## src/rtl/conv_mem_arb_pkg.sv

```systemverilog
// Shared definitions for the conv SRAM arbiter: requester indices,
// FSM state encoding, default widths and the round-robin pointer helper.
package conv_mem_arb_pkg;

    localparam int REQ_W   = 0;
    localparam int REQ_PIX = 1;
    localparam int REQ_OUT = 2;
    localparam int NREQ    = 3;

    localparam int DEF_ADDR_W = 16;
    localparam int DEF_DATA_W = 8;
    localparam int DEF_LEN_W  = 4;

    typedef enum logic [1:0] {
        S_ARB_IDLE  = 2'b01,
        S_ARB_BURST = 2'b10
    } arb_state_e;

    // Pointer value after granting the one-hot winner: winner+1 mod 3.
    function automatic logic [1:0] rr_after(input logic [NREQ-1:0] win);
        logic [1:0] p;
        p = 2'(REQ_W);
        if (win[REQ_W])   p = 2'(REQ_PIX);
        if (win[REQ_PIX]) p = 2'(REQ_OUT);
        if (win[REQ_OUT]) p = 2'(REQ_W);
        return p;
    endfunction

endpackage

```

## src/rtl/conv_mem_arb_if.sv

```systemverilog
// Requester and SRAM bus of the conv memory arbiter.
// slave: arbiter side; master: requesters + SRAM macro side.
interface conv_mem_arb_if
    import conv_mem_arb_pkg::*;
#(
    parameter int ADDR_W = DEF_ADDR_W,
    parameter int DATA_W = DEF_DATA_W,
    parameter int LEN_W  = DEF_LEN_W
) ();

    logic [NREQ-1:0]        req;
    logic [NREQ-1:0]        we;
    logic [NREQ*ADDR_W-1:0] addr;
    logic [NREQ*LEN_W-1:0]  len;
    logic [NREQ*DATA_W-1:0] wdata;
    logic [NREQ-1:0]        gnt;
    logic [NREQ-1:0]        beat;
    logic [NREQ-1:0]        rvalid;
    logic [DATA_W-1:0]      rdata;
    logic [NREQ-1:0]        done;
    logic                   mem_cen;
    logic                   mem_wen;
    logic [ADDR_W-1:0]      mem_a;
    logic [DATA_W-1:0]      mem_d;
    logic [DATA_W-1:0]      mem_q;

    modport slave (
        input  req, we, addr, len, wdata, mem_q,
        output gnt, beat, rvalid, rdata, done,
        output mem_cen, mem_wen, mem_a, mem_d
    );

    modport master (
        output req, we, addr, len, wdata, mem_q,
        input  gnt, beat, rvalid, rdata, done,
        input  mem_cen, mem_wen, mem_a, mem_d
    );

endinterface

```

## src/rtl/conv_mem_arb_rr_pick3.sv

```systemverilog
// Combinational 3-way round-robin picker.
// req: requests, ptr: first index searched; win: one-hot winner, any: a request exists.
module rr_pick3 (
    input  logic [2:0] req,
    input  logic [1:0] ptr,
    output logic [2:0] win,
    output logic       any
);

    logic [2:0] rot;
    logic [2:0] pick;

    // Rotate so bit 0 is the highest-priority requester, pick, rotate back.
    always_comb begin
        unique case (ptr)
            2'd1:    rot = {req[0], req[2], req[1]};
            2'd2:    rot = {req[1], req[0], req[2]};
            default: rot = req;
        endcase
    end

    always_comb begin
        pick = 3'b000;
        if (rot[0])      pick = 3'b001;
        else if (rot[1]) pick = 3'b010;
        else if (rot[2]) pick = 3'b100;
    end

    always_comb begin
        unique case (ptr)
            2'd1:    win = {pick[1], pick[0], pick[2]};
            2'd2:    win = {pick[0], pick[2], pick[1]};
            default: win = pick;
        endcase
        any = |req;
    end

endmodule

```

## src/rtl/conv_mem_arb.sv

```systemverilog
// Shares the single-port conv SRAM among weight fetch, pixel fetch and result write.
// clk/reset plain; bus (slave): burst requests in, grants/strobes/read data out, SRAM pins.
module conv_mem_arb
    import conv_mem_arb_pkg::*;
#(
    parameter int ADDR_W = DEF_ADDR_W,
    parameter int DATA_W = DEF_DATA_W,
    parameter int LEN_W  = DEF_LEN_W
) (
    input logic           clk,
    input logic           reset,
    conv_mem_arb_if.slave bus
);

    arb_state_e        state_q, state_d;
    logic [1:0]        rr_q, rr_d;
    logic [NREQ-1:0]   own_q, own_d;
    logic              we_q, we_d;
    logic [ADDR_W-1:0] addr_q, addr_d;
    logic [LEN_W-1:0]  cnt_q, cnt_d;
    logic [NREQ-1:0]   rv_q, rv_d;
    logic [NREQ-1:0]   done_q, done_d;

    logic [NREQ-1:0]   win;
    logic              any;
    logic              in_burst;
    logic              last;
    logic [ADDR_W-1:0] addr_sel;
    logic [LEN_W-1:0]  len_sel;
    logic              we_sel;
    logic [DATA_W-1:0] wd_sel;

    rr_pick3 u_pick (
        .req (bus.req),
        .ptr (rr_q),
        .win (win),
        .any (any)
    );

    assign in_burst = (state_q == S_ARB_BURST);
    assign last     = (cnt_q == '0);

    // Winner's request fields for latching, owner's write data for mem_d.
    always_comb begin
        addr_sel = '0;
        len_sel  = '0;
        we_sel   = 1'b0;
        wd_sel   = '0;
        for (int i = 0; i < NREQ; i++) begin
            if (win[i]) begin
                addr_sel = bus.addr[i*ADDR_W +: ADDR_W];
                len_sel  = bus.len[i*LEN_W +: LEN_W];
                we_sel   = bus.we[i];
            end
            if (own_q[i]) begin
                wd_sel = bus.wdata[i*DATA_W +: DATA_W];
            end
        end
    end

    always_ff @(posedge clk) begin
        if (reset) begin
            state_q <= S_ARB_IDLE;
            rr_q    <= 2'd0;
            own_q   <= '0;
            we_q    <= 1'b0;
            addr_q  <= '0;
            cnt_q   <= '0;
            rv_q    <= '0;
            done_q  <= '0;
        end else begin
            state_q <= state_d;
            rr_q    <= rr_d;
            own_q   <= own_d;
            we_q    <= we_d;
            addr_q  <= addr_d;
            cnt_q   <= cnt_d;
            rv_q    <= rv_d;
            done_q  <= done_d;
        end
    end

    always_comb begin
        state_d = state_q;
        unique case (state_q)
            S_ARB_IDLE:  if (any) state_d = S_ARB_BURST;
            S_ARB_BURST: if (last) state_d = S_ARB_IDLE;
            default:     state_d = S_ARB_IDLE;
        endcase
    end

    always_comb begin
        rr_d   = rr_q;
        own_d  = own_q;
        we_d   = we_q;
        addr_d = addr_q;
        cnt_d  = cnt_q;
        rv_d   = '0;
        done_d = '0;
        if (state_q == S_ARB_IDLE && any) begin
            own_d  = win;
            we_d   = we_sel;
            addr_d = addr_sel;
            cnt_d  = len_sel;
            rr_d   = rr_after(win);
        end
        if (in_burst) begin
            addr_d = addr_q + ADDR_W'(1);
            // Read data returns one cycle after its beat.
            rv_d   = we_q ? '0 : own_q;
            if (last) begin
                own_d  = '0;
                done_d = own_q;
            end else begin
                cnt_d = cnt_q - LEN_W'(1);
            end
        end
    end

    always_comb begin
        bus.gnt     = own_q;
        bus.beat    = '0;
        bus.mem_cen = 1'b0;
        bus.mem_wen = 1'b0;
        bus.mem_a   = '0;
        bus.mem_d   = '0;
        if (in_burst) begin
            bus.beat    = own_q;
            bus.mem_cen = 1'b1;
            bus.mem_wen = we_q;
            bus.mem_a   = addr_q;
            bus.mem_d   = wd_sel;
        end
        bus.rvalid = rv_q;
        bus.done   = done_q;
        // mem_q is the macro's output register; expose it while a read returns.
        bus.rdata  = (|rv_q) ? bus.mem_q : '0;
    end

endmodule
```

## src/flat_wrapper.sv

```systemverilog
// flat-port wrapper written by rule: the top's interface ports become plain ports
module conv_mem_arb_flat import conv_mem_arb_pkg::*;
#(
    parameter int ADDR_W = DEF_ADDR_W,
    parameter int DATA_W = DEF_DATA_W,
    parameter int LEN_W  = DEF_LEN_W
)
  (clk, reset, bus_req, bus_we, bus_addr, bus_len, bus_wdata, bus_mem_q, bus_gnt, bus_beat, bus_rvalid, bus_rdata, bus_done, bus_mem_cen, bus_mem_wen, bus_mem_a, bus_mem_d);
  conv_mem_arb_if #(.ADDR_W(ADDR_W), .DATA_W(DATA_W), .LEN_W(LEN_W)) bus_i ();
  input logic clk;
  input logic reset;
  input wire logic [$bits(bus_i.req)-1:0] bus_req;
  input wire logic [$bits(bus_i.we)-1:0] bus_we;
  input wire logic [$bits(bus_i.addr)-1:0] bus_addr;
  input wire logic [$bits(bus_i.len)-1:0] bus_len;
  input wire logic [$bits(bus_i.wdata)-1:0] bus_wdata;
  input wire logic [$bits(bus_i.mem_q)-1:0] bus_mem_q;
  output wire logic [$bits(bus_i.gnt)-1:0] bus_gnt;
  output wire logic [$bits(bus_i.beat)-1:0] bus_beat;
  output wire logic [$bits(bus_i.rvalid)-1:0] bus_rvalid;
  output wire logic [$bits(bus_i.rdata)-1:0] bus_rdata;
  output wire logic [$bits(bus_i.done)-1:0] bus_done;
  output wire logic [$bits(bus_i.mem_cen)-1:0] bus_mem_cen;
  output wire logic [$bits(bus_i.mem_wen)-1:0] bus_mem_wen;
  output wire logic [$bits(bus_i.mem_a)-1:0] bus_mem_a;
  output wire logic [$bits(bus_i.mem_d)-1:0] bus_mem_d;
  assign bus_i.req = bus_req;
  assign bus_i.we = bus_we;
  assign bus_i.addr = bus_addr;
  assign bus_i.len = bus_len;
  assign bus_i.wdata = bus_wdata;
  assign bus_i.mem_q = bus_mem_q;
  assign bus_gnt = bus_i.gnt;
  assign bus_beat = bus_i.beat;
  assign bus_rvalid = bus_i.rvalid;
  assign bus_rdata = bus_i.rdata;
  assign bus_done = bus_i.done;
  assign bus_mem_cen = bus_i.mem_cen;
  assign bus_mem_wen = bus_i.mem_wen;
  assign bus_mem_a = bus_i.mem_a;
  assign bus_mem_d = bus_i.mem_d;
  conv_mem_arb #(.ADDR_W(ADDR_W), .DATA_W(DATA_W), .LEN_W(LEN_W)) u_core (.clk(clk), .reset(reset), .bus(bus_i));
endmodule
```

## config.mk

```make
export PLATFORM = sky130hd
export DESIGN_NAME = conv_mem_arb_flat
export DESIGN_NICKNAME = d
export VERILOG_FILES = /design/src/rtl/conv_mem_arb_pkg.sv /design/src/rtl/conv_mem_arb_if.sv /design/src/rtl/conv_mem_arb_rr_pick3.sv /design/src/rtl/conv_mem_arb.sv /design/src/flat_wrapper.sv
export SDC_FILE = /design/constraint.sdc
export NUM_CORES = 1
export LEC_CHECK = 0
export ABC_AREA = 1
export CAP_MARGIN = 25
export CORE_ASPECT_RATIO = 0.75
export CORE_UTILIZATION = 45
export DETAILED_ROUTE_END_ITERATION = 10
export GPL_TIMING_DRIVEN = 0
export PLACE_DENSITY = 0.95
export SYNTH_ARGS = -nofsm -noshare
export SYNTH_HDL_FRONTEND = slang
export SYNTH_HIERARCHICAL = 1
export SYNTH_SLANG_ARGS = --single-unit
```

## constraint.sdc

```tcl
create_clock -name clk -period 4.8 [get_ports clk]
set_input_delay 0.48 -clock clk [delete_from_list [all_inputs] [get_ports clk]]
set_output_delay 0.48 -clock clk [all_outputs]
set_load 0.05 [all_outputs]
```

After elaboration in Yosys (flattened, before gate mapping). Index checks and enable logic that the tools add are counted.

Add/sub/neg operators: 2. Multiply operators: 0. Div/mod/pow operators: 0. Magnitude comparators: 0. Equality and inequality tests: 6. Shifts and indexed selects: 0. Mux-type cells: 37. Bitwise operators: 2. Reduce and logical (&&, ||, !) cells: 8.

Operators by type and width (count): $mux 16 (6); $mux 8 (5); $mux 4 (6); $mux 3 (7); $add 16x1->16 const B (1); $pmux 3 s2 (2); $reduce_or 3->1 (4); $mux 2 (4); $mux 1 (6); $eq 2x1->1 const B (2); $eq 2x2->1 const B (2); $logic_not 4->1 (1); $pmux 2 s2 (1); $sub 4x1->4 const B (1); $ne 2x1->1 const B (1); $ne 2x2->1 const B (1); $not 1->1 (2); $reduce_and 2->1 (1); $reduce_bool 2->1 (1); $logic_and 1x1->1 (1).

Flip-flop bits (word level): 34. Bits in latches: 0. RAM bits: 0. Bits in read-only memories: 0. Memories kept: 0.

Depth between registers and ports, before layout. Gate-level depths: netlist (run 1).

Depth in word-level cells: 12. Mapped depth: 21. Mapped depth without buffers: 19.

Modules after synthesis. The synthesis (run 1) kept the hierarchy.

Modules (own cells, without submodules): conv_mem_arb (times used 1, cells each 465, area an instance 2751.4 um^2, seq. area each 680.7 um^2); rr_pick3 (times used 1, cells each 45, area an instance 206.4 um^2, seq. area each 0.0 um^2).

Least setup slack after synthesis (run 1). Ideal clock, no wire load.

Path type: register to output. From: register u_core.own_q[2], in the netlist u_core/bus.gnt[2]. To: output port bus_beat[2]. Data arrival time: 1.823 ns. Slack: 2.497 ns. Cell stages (with the launch flop): 5. Buffers on the path: 2. Cells stage by stage: dfxtp_1 buf_2 inv_1 buf_2 nor2_1.

Cells in the longest elaborated chain, start to end: 1.

Ends and longest elaborated chain: from (decl) (RTL line conv_mem_arb.sv:17) `logic [NREQ-1:0] own_q, own_d;`; from (signal assigned) (RTL line conv_mem_arb.sv:74) `own_q <= own_d;`; $mux 3 (RTL line conv_mem_arb.sv:127) `if (in_burst) begin`; to (decl) (RTL line flat_wrapper.sv:19) `output wire logic [$bits(bus_i.beat)-1:0] bus_beat;`.

Every way passes these cells.

Final worst setup path (run 1).
From: register u_core.own_q[0], in the netlist u_core/bus.gnt[0]. To: output port bus_mem_d[6].

Cells in the longest elaborated chain, start to end: 4.

Ends and longest elaborated chain: $mux 8 (3 in series) (RTL line conv_mem_arb.sv:55) `if (own_q[i]) begin`; $mux 8 (RTL line conv_mem_arb.sv:127); to (decl) (RTL line flat_wrapper.sv:26) `output wire logic [$bits(bus_i.mem_d)-1:0] bus_mem_d;`.

Every way passes these cells.

==> results of run 1 <==
-- state kept, by name, indices dropped and copies added, names as in the netlist --
name               cells
u_core/addr_q         16
u_core/bus.gnt         3
u_core/we_q            1
u_core/bus.done        3
u_core/cnt_q           4
u_core/rr_q            2
u_core/state_q         2
u_core/bus.rvalid      3
-- logic make-up (layout without fill, tap and decap cells) --
| logic type | after synthesis | count (layout) |
|---|---|---|
| xor gates and xnor gates | 1 | 1 |
| adders and majority gates | 4 | 4 |
| and+or+nand+nor | 303 | 303 |
| buffers and inverters | 92 | 245 |
| DFF | 34 | 34 |
| AOI/OAI and AO/OA | 76 | 76 |
-- per-layer routing --
layer | wire length, µm | part of all wire | vias to the layer above | global-route usage
li1 | - | - | 1921 | -
met5 | 0 | 0 | - | 0
met2 | 5407 | 0.48 | 269 | 0.5659
met1 | 4152 | 0.37 | 1804 | 0.3718
met3 | 1257 | 0.11 | 45 | 0.07338
met4 | 445 | 0.040 | 0 | 0.1658
-- cell usage after synthesis --
library cell / n
clkbuf_1: 2
o21ai_0: 19
nor2_2: 9
buf_2: 9
inv_1: 63
nor3_2: 1
nand2_2: 4
nand2_1: 148
o211ai_1: 3
o22ai_1: 1
o31ai_1: 1
xor2_1: 1
a211oi_1: 4
buf_6: 8
a21oi_1: 24
buf_4: 2
nor2_4: 1
or2_2: 1
nand3_2: 3
nand3_1: 50
o21ai_1: 3
a31oi_1: 2
nor2_8: 1
ha_1: 4
nor2_1: 75
nor3_1: 3
dfxtp_1: 34
inv_2: 6
buf_8: 1
o21ai_2: 8
a21oi_2: 11
nand4_1: 7
inv_4: 1
-- tightest hold or removal path, delay by kind of cell, from the launching register on --
kind / cells / cell delay (ns)
DFF: 1 / 0.31
buffers and inverters: 1 / 0.10
AOI/OAI and AO/OA: 1 / 0.07
-- stage by stage --
| stage | worst slack [ns] | cell area, µm² | hold slack, ns | util | std cells |
|---|---|---|---|---|---|
| floorplan | 2.497 | 2958 | 0.4541 | - | 510 |
| global placement | 2.025 | 4511 | 0.4663 | 0.7139 | 736 |
| detailed placement | 1.891 | 4511 | 0.5046 | 0.7139 | 736 |
| CTS | 1.921 | 4606 | 0.5159 | 0.7289 | 744 |
| global route | 1.793 | 4606 | 0.5326 | 0.7289 | 744 |
| finish | 1.889 | 4606 | 0.5216 | 0.7289 | 744 |
-- final timing paths --
path | startpoint | to | slack (ns) | cells after the start
setup / recovery | u_core/bus.gnt[0]$_SDFF_PP0_ | bus_mem_d[6] | 1.89 | 5
hold / removal | u_core/cnt_q[1]$_SDFF_PP0_ | u_core/cnt_q[1]$_SDFF_PP0_ | 0.52 | 2
setup reg to reg | u_core/rr_q[0]$_SDFFE_PP0P_ | u_core/addr_q[3]$_SDFFE_PP0P_ | 1.89 | 15
hold reg to reg | u_core/cnt_q[1]$_SDFF_PP0_ | u_core/cnt_q[1]$_SDFF_PP0_ | 0.52 | 2
-- cell type report --
class	count	share of cell area
clock buffers	6	0.01793
flip-flops and latches	34	0.1478
well taps	81	0.02200
repair buffers	145	0.3151
multi-input cells	384	0.3993
plain buffers	22	0.03749
clock inverters	2	0.002717
inverters	70	0.05759
-- cell usage in the layout, fill, tap and decap left out, types with 9 or more instances in the layout --
cell	instances
nand3_1	50
a21oi_2	11
inv_1	63
dfxtp_1	34
nor2_2	9
clkdlybuf4s50_1	145
a21oi_1	24
buf_2	9
o21ai_0	19
nor2_1	75
nand2_1	148
-- power by group through the flow --
stage	Combinational (mW)	Sequential [mW]	Clock [mW]
3_5_place_dp	1.10	0.425	0
3_3_place_gp	1.05	0.421	0
5_1_grt	1.23	0.431	0.244
6_report	1.14	0.425	0.229
4_1_cts	1.11	0.421	0.232
2_1_floorplan	0.750	0.428	0
==> flow_summary.json, run 1 <==
{
  "syn_inst": 510,
  "cts_buffers": 5,
  "p_comb_frac": 0.635,
  "cts_num_sinks": 34,
  "synth_compound_area_frac": 0.1607,
  "dp_hpwl_um": 8802,
  "nFillCells": 493,
  "synthTopCellsByArea": "dfxtp_1, nand2_1, nor2_1",
  "grt_setup_unrepaired": "no",
  "fp-row-count": 25,
  "status": "complete, no violations",
  "ys_types": 33,
  "seqPwrFrac": 0.237,
  "core_um2": 6319,
  "synth-xor-area-share": 0.002961,
  "via_per_inst": 5.429,
  "power_mw": 1.793,
  "fin_crit_ns": 2.911,
  "clockBufferDepth": 2,
  "maxCapViolCount": 0,
  "wire_per_inst_um": 15.14,
  "cts_root_buf": "clkbuf_8",
  "setup_viol": 0,
  "cts_htree_levels": 2,
  "ys_seq_area_frac": 0.2301,
  "required_ns": 4.32,
  "worst_slew_pin_slew_ns": 0.7958,
  "power_density_nw_per_um2": 389.4,
  "clockPowerShare": 0.128,
  "synth_fa_ha_area_frac": 0.01692,
  "multi_input_area_um2": 1839,
  "drc": 0,
  "cp-end-kind": "output pin",
  "relSlewSlack": 0.4654,
  "slowest_delay_ns": 0.83,
  "synth_top_family_by_area": "simple AND/OR/NAND/NOR gates",
  "initial_core_util": 0.4681,
  "startpoint_type": "register",
  "min_period_over_period": 0.6064,
  "track_usage": 0.3245,
  "clk_pin_slew_ns": 0.08,
  "routed_wirelength_um": 11260,
  "crit_type": "reg -> out",
  "place.gp.congestion": 0.9157,
  "synth_seq_cells": 34,
  "crit_buf_inv": 2,
  "crit_chain": "inv_1 > nor2_1 > nand2_1 > a21oi_2 > clkdlybuf4s50_1",
  "finalClockSkew_ns": 0.005282,
  "clk_latency_ns": 0.29,
  "avgSynthCellArea_um2": 5.800,
  "die_x_um": 95.62,
  "cts_tree": "yes",
  "min_path_type": "reg -> reg",
  "nets": 766,
  "p_int_mw": 0.8719,
  "port_buffers": 145,
  "antenna_left": 0,
  "finalSetupTns_ns": 0,
  "grt_pass1_wl_um": 17220,
  "syn_nets": 614,
  "dieHeight_um": 72.21,
  "crit_path_top_delay_cell": "clkdlybuf4s50_1",
  "drt-initial-drc-count": 279,
  "grt_max_degree": 12,
  "peakVddDrop_mv": 0.2018,
  "grt_pass1_vias": 3746,
  "num_vias": 4039,
  "yosys_warnings": 6,
  "grt_overflow": 0,
  "yosysTopAreaCellShare": 0.2301,
  "diodes": 0,
  "area_delta_synth_final_pct": 55.71,
  "regArea_um2": 680.7,
  "grt_antenna_before_repair": 0,
  "cts_resized": 0,
  "firstDrtPassIters": 5,
  "fmax_mhz": 343.6,
  "yosysTopAreaCell": "dfxtp_1",
  "report.final.slew_viol_count": 0,
  "switchingPower_mw": 0.9216,
  "path_delay_family": "buffers and inverters",
  "switching_share": 0.5139,
  "post_cts_buffers": 0,
  "hold_viol_final": 0,
  "yosys.area_share.simple": 0.4412,
  "fp.dieArea_um2": 6904,
  "path_max_fanout": 8,
  "drive_above_1_share": 0.1116,
  "ios": 146,
  "holdBufCountCts": 0,
  "p_leak_nw": 1.992,
  "synthMuxAreaShare": 0,
  "syn-cell-area_um2": 2958,
  "cp.arrival_ns": 2.43
}
Note: power is estimated with default switching activity, not from simulation.
==> run 2, diff against run 1 <==
--- a/config.mk
+++ b/config.mk
@@ -8,10 +8,10 @@
 export ABC_AREA = 1
 export CAP_MARGIN = 25
 export CORE_ASPECT_RATIO = 0.75
-export CORE_UTILIZATION = 45
+export CORE_UTILIZATION = 41
 export DETAILED_ROUTE_END_ITERATION = 10
 export GPL_TIMING_DRIVEN = 0
-export PLACE_DENSITY = 0.95
+export PLACE_DENSITY = 0.92
 export SYNTH_ARGS = -nofsm -noshare
 export SYNTH_HDL_FRONTEND = slang
 export SYNTH_HIERARCHICAL = 1
==> constraint.sdc (replaced) <==
create_clock -name clk -period 3.05 [get_ports clk]
set_input_delay 0.305 -clock clk [delete_from_list [all_inputs] [get_ports clk]]
set_output_delay 0.305 -clock clk [all_outputs]
set_load 0.05 [all_outputs]
==> run 2 against run 1 <==
Final cell count up 2.3%. Worst hold slack worse by 0.015 ns. Setup slack worse by 1.7 ns. Sequential power increased by 57%. Clock-buffer cell count is the same. Non-clock buffer count stayed put. Core utilization decreased by 5.8 points. Clock power rose by 57%. Combinational power is 55% higher. Flip-flop and latch count unchanged.
==> flow_summary.json, run 2 (synthesis results as in run 1) <==
{
  "status": "complete, no violations",
  "routed_wirelength_um": 11170,
  "cts_num_sinks": 34,
  "core_um2": 6897,
  "area_delta_synth_final_pct": 56.43,
  "largest_register": "u_core/addr_q",
  "finalInstanceArea_um2": 4627,
  "die_x_um": 100.1,
  "final_common_cell": "nand2_1",
  "dieHeight_um": 75.56,
  "timing.rr.start": "u_core/rr_q[0]$_SDFFE_PP0P_",
  "placed_cell_area_um2": 4532,
  "fin_crit_ns": 2.877,
  "clk_latency_ns": 0.29,
  "wire_per_inst_um": 14.68,
  "largest_reg_flops": 16,
  "via_per_inst": 5.217,
  "grt_overflow": 0,
  "grt_max_degree": 12,
  "startpoint_type": "register",
  "initial_core_util": 0.4289,
  "final-instance-count-excl-fill": 761,
  "maxCapViolCount": 0,
  "hold_viol_final": 0,
  "clk_pin_slew_ns": 0.08,
  "p_int_mw": 1.372,
  "holdBufCountCts": 0,
  "place_inst": 753,
  "setup_viol": 0,
  "cts_htree_levels": 2,
  "cts_buffers": 5,
  "startpoint": "u_core/rr_q[0]$_SDFFE_PP0P_",
  "switchingPower_mw": 1.421,
  "post_cts_buffers": 0,
  "grt_antenna_before_repair": 0,
  "finalSetupTns_ns": 0,
  "p_leak_nw": 1.992,
  "worst_slew_pin_slew_ns": 0.7472,
  "power_density_nw_per_um2": 603.8,
  "min_path_type": "reg -> reg",
  "nets": 766,
  "diodes": 0,
  "cp.arrival_ns": 3.06,
  "reg_top3": "u_core/addr_q: 16 flops, u_core/cnt_q: 4 flops",
  "drive_above_1_share": 0.1116,
  "path_max_fanout": 10,
  "fp-row-count": 26,
  "ios": 146,
  "fmax_mhz": 347.6,
  "cp-end-kind": "register",
  "track_usage": 0.2897,
  "clockBufferDepth": 2,
  "drc": 0,
  "port_buffers": 145,
  "hold_start": "u_core/bus.gnt[0]$_SDFF_PP0_",
  "cts_resized": 0,
  "crit_type": "reg -> reg",
  "grt_pass1_wl_um": 16910,
  "required_ns": 3.23,
  "dp_hpwl_um": 8949,
  "seqPwrFrac": 0.239,
  "layout_common_cells": "nand2_1, clkdlybuf4s50_1, nor2_1",
  "num_vias": 3970,
  "antenna_left": 0,
  "peakVddDrop_mv": 0.3385,
  "firstDrtPassIters": 5,
  "utilization": 0.6709,
  "whs_ns": 0.5064,
  "grt_setup_unrepaired": "no",
  "grt_pass1_vias": 3702,
  "drt-initial-drc-count": 255,
  "min_period_over_period": 0.9432,
  "cts_tree": "yes",
  "place.gp.congestion": 0.8729,
  "switching_share": 0.5088,
  "report.final.slew_viol_count": 0,
  "fp.dieArea_um2": 7561,
  "clockPowerShare": 0.129,
  "relSlewSlack": 0.4980,
  "p_comb_frac": 0.633,
  "cts_root_buf": "clkbuf_8",
  "finalClockSkew_ns": 0.006623
}
==> run 2: cell counts in the layout (fill, tap and decap cells not counted) <==
No cell type changed its count.
==> run 2: final cells by class <==
cell class                      instances  area, µm²
Buffer                                 22      172.7
Clock buffer                            6      82.58
Clock inverter                          2      12.51
Fill cell                             618       2270
Inverter                               70      265.3
Multi-Input combinational cell        384       1839
Sequential cell                        34      680.7
Tap cell                               98      122.6
Timing Repair Buffer                  145       1451
==> run 2: path summary, 6_finish.rpt <==
| check | end | slack, ns | cells after the start |
|---|---|---|---|
| setup / recovery | u_core/addr_q[3]$_SDFFE_PP0P_ | 0.17 | 15 |
| hold / removal | u_core/bus.gnt[0]$_SDFF_PP0_ | 0.51 | 2 |
| setup reg to reg | u_core/addr_q[3]$_SDFFE_PP0P_ | 0.17 | 15 |
| hold reg to reg | u_core/bus.gnt[0]$_SDFF_PP0_ | 0.51 | 2 |
==> run 2: metrics by stage <==
stage | worst slack, ns | total power [mW]
global route | 0.1080 | 2.980
global placement | 0.4187 | 2.329
finish | 0.1732 | 2.794
floorplan | 0.7860 | 1.853
detailed placement | 0.3109 | 2.393
CTS | 0.2801 | 2.756
==> run 2: metal layers <==
| metal | part of all wire | wire length, µm | vias to the layer above | track usage |
|---|---|---|---|---|
| met1 | 0.39 | 4377 | 1783 | 0.3317 |
| met5 | 0 | 0 | - | 0 |
| li1 | - | - | 1919 | - |
| met3 | 0.10 | 1151 | 31 | 0.05596 |
| met4 | 0.023 | 255 | 0 | 0.1095 |
| met2 | 0.48 | 5385 | 237 | 0.5479 |
==> run 2: worst max-delay path, stage by stage (launching register included) <==
cell and delay [ns]:
dfxtp_1 0.40, inv_1 0.08, ha_1 0.38, inv_2 0.16, nand3_2 0.09, nand2_2 0.09
nand2_1 0.06, nor2_1 0.14, nand2_1 0.08, a21oi_1 0.40, inv_2 0.14, nand3_2 0.11
inv_2 0.05, buf_4 0.18, a211oi_1 0.32, nor2_1 0.09
==> run 2: power by group through the flow <==
stage	clock, mW	combinational, mW	sequential, mW
2_1_floorplan	0	1.18	0.673
3_3_place_gp	0	1.67	0.660
3_5_place_dp	0	1.73	0.667
4_1_cts	0.361	1.73	0.661
5_1_grt	0.379	1.92	0.681
6_report	0.359	1.77	0.667
==> run 3, diff against run 2 <==
--- a/config.mk
+++ b/config.mk
@@ -12,6 +12,7 @@
 export DETAILED_ROUTE_END_ITERATION = 10
 export GPL_TIMING_DRIVEN = 0
 export PLACE_DENSITY = 0.92
+export RECOVER_POWER = 50
 export SYNTH_ARGS = -nofsm -noshare
 export SYNTH_HDL_FRONTEND = slang
 export SYNTH_HIERARCHICAL = 1
==> run 3 against run 2 <==
Combinational power is essentially flat. Cell area shrank 0.22%. Core utilization shrank 0.15 points. Critical path type unchanged.
==> flow_summary.json, run 3 (synthesis results as in run 1) <==
{
  "startpoint_type": "register",
  "largest_reg_flops": 16,
  "p_comb_frac": 0.631,
  "nets": 766,
  "clk_pin_slew_ns": 0.08,
  "core_um2": 6897,
  "grt_antenna_before_repair": 0,
  "setup_viol": 0,
  "ff2ff_path_depth": 15,
  "area_delta_synth_final_pct": 56.09,
  "final_common_cell": "nand2_1",
  "cp.arrival_ns": 3.04,
  "cts_resized": 0,
  "initial_core_util": 0.4289,
  "fp-row-count": 26,
  "largest_register": "u_core/addr_q",
  "report.final.slew_viol_count": 0,
  "dp_hpwl_um": 8949,
  "drt-initial-drc-count": 321,
  "final-instance-count-excl-fill": 761,
  "hold_viol_final": 0,
  "diodes": 0,
  "worstSetupEndpoint": "u_core/addr_q[3]$_SDFFE_PP0P_",
  "antenna_left": 0,
  "clockBufferDepth": 2,
  "grt_setup_unrepaired": "no",
  "cts_htree_levels": 2,
  "grt_max_degree": 12,
  "drc": 0,
  "finalClockSkew_ns": 0.006562,
  "holdBufCountCts": 0,
  "required_ns": 3.23,
  "cts_tree": "yes",
  "num_vias": 3954,
  "track_usage": 0.2897,
  "min_path_type": "reg -> reg",
  "grt_pass1_vias": 3702,
  "via_per_inst": 5.196,
  "cts_root_buf": "clkbuf_8",
  "cts_buffers": 5,
  "die_x_um": 100.1,
  "startpoint": "u_core/rr_q[0]$_SDFFE_PP0P_",
  "grt_overflow": 0,
  "routed_wirelength_um": 11040,
  "maxCapViolCount": 0,
  "switching_share": 0.5111,
  "place.gp.congestion": 0.8729,
  "cp-end-kind": "register",
  "seqPwrFrac": 0.240,
  "firstDrtPassIters": 7,
  "layout_common_cells": "nand2_1, clkdlybuf4s50_1, nor2_1",
  "timing.rr.start": "u_core/rr_q[0]$_SDFFE_PP0P_",
  "place_inst": 753,
  "ios": 146,
  "drive_above_1_share": 0.1071,
  "r2r_setup_slack_ns": 0.19,
  "grt_pass1_wl_um": 16910,
  "power_density_nw_per_um2": 601.8,
  "cts_num_sinks": 34,
  "dieHeight_um": 75.56,
  "nFillCells": 620,
  "reg_top3": "u_core/addr_q: 16 flops, u_core/cnt_q: 4 flops",
  "p_leak_nw": 2.081,
  "clk_latency_ns": 0.29,
  "path_max_fanout": 10,
  "worst_slew_pin_slew_ns": 0.7476,
  "fin_crit_ns": 2.857,
  "post_cts_buffers": 0,
  "finalSetupTns_ns": 0,
  "relSlewSlack": 0.4978,
  "fmax_mhz": 350.0,
  "port_buffers": 145,
  "fp.dieArea_um2": 7561,
  "status": "complete, no violations",
  "wire_per_inst_um": 14.51,
  "min_period_over_period": 0.9369,
  "switchingPower_mw": 1.420,
  "peakVddDrop_mv": 0.3380,
  "timing.rr.end": "u_core/addr_q[3]$_SDFFE_PP0P_",
  "clockPowerShare": 0.129,
  "p_int_mw": 1.358,
  "crit_type": "reg -> reg"
}
[run 3: cell types whose count changed in the layout (fill, tap and decap cells not counted), sizes merged]
cell,previous run,this run
dlygate4sd3,0,31
clkbuf,8,11
buf,20,17
clkdlybuf4s50,145,114
[run 3: worst max-delay path: stages (launching register included)]
cell      delay (ns)
dfxtp_1         0.39
inv_1           0.07
ha_1            0.38
inv_2           0.16
nand3_2         0.10
nand2_2         0.09
nand2_1         0.06
nor2_1          0.14
nand2_1         0.07
a21oi_1         0.41
inv_2           0.14
nand3_2         0.11
inv_2           0.05
buf_4           0.17
a211oi_1        0.32
nor2_1          0.09
[run 3: metrics by stage]
stage                     hold WS, ns  total power, mW    util  worst slack, ns  cell area [µm²]
after floorplan                0.3782            1.853       -           0.7860             2958
after global placement         0.4709            2.329  0.6571           0.4187             4532
after detailed placement       0.4890            2.393  0.6571           0.3109             4532
after CTS                      0.5006            2.756  0.6709           0.2801             4627
after global routing           0.5253            2.965  0.6694          0.09116             4617
final                          0.5028            2.779  0.6694           0.1926             4617
[run 3: final cells by class]
type | instances | area (µm²) | share of cell area
inverter | 70 | 265.3 | 0.05745
tap | 98 | 122.6 | 0.02656
clock inverter | 2 | 12.51 | 0.002710
timing repair buffer | 145 | 1451 | 0.3144
clock buffer | 6 | 82.58 | 0.01789
buffer | 22 | 162.7 | 0.03523
sequential | 34 | 680.7 | 0.1474
multi-input combinational | 384 | 1839 | 0.3984
[run 3: power groups by stage]
| stage | clock network (mW) | registers [mW] | logic (mW) |
|---|---|---|---|
| 5_1_grt | 0.379 | 0.681 | 1.90 |
| 4_1_cts | 0.361 | 0.661 | 1.73 |
| 6_report | 0.359 | 0.666 | 1.75 |
| 3_5_place_dp | 0 | 0.667 | 1.73 |
| 3_3_place_gp | 0 | 0.660 | 1.67 |
| 2_1_floorplan | 0 | 0.673 | 1.18 |
[run 3: worst min path at each step]
stage                                      start                        endpoint  slack, ns  cells after the start
global placement      u_core/cnt_q[1]$_SDFF_PP0_      u_core/cnt_q[1]$_SDFF_PP0_       0.47                      2
CTS                   u_core/cnt_q[1]$_SDFF_PP0_      u_core/cnt_q[1]$_SDFF_PP0_       0.50                      2
floorplan                                  reset  u_core/state_q[1]$_SDFFE_PP0P_       0.38                      1
finish              u_core/bus.gnt[0]$_SDFF_PP0_    u_core/bus.gnt[0]$_SDFF_PP0_       0.50                      2
global route        u_core/bus.gnt[0]$_SDFF_PP0_    u_core/bus.gnt[0]$_SDFF_PP0_       0.53                      2
detailed placement    u_core/cnt_q[1]$_SDFF_PP0_      u_core/cnt_q[1]$_SDFF_PP0_       0.49                      2
[run 3: routing by layer]
layer	track usage	part of all wire	routed length (µm)	vias up
li1	-	-	-	1917
met1	0.3317	0.39	4353	1783
met2	0.5479	0.48	5336	220
met3	0.05596	0.098	1086	34
met4	0.1095	0.024	266	0
met5	0	0	0	-
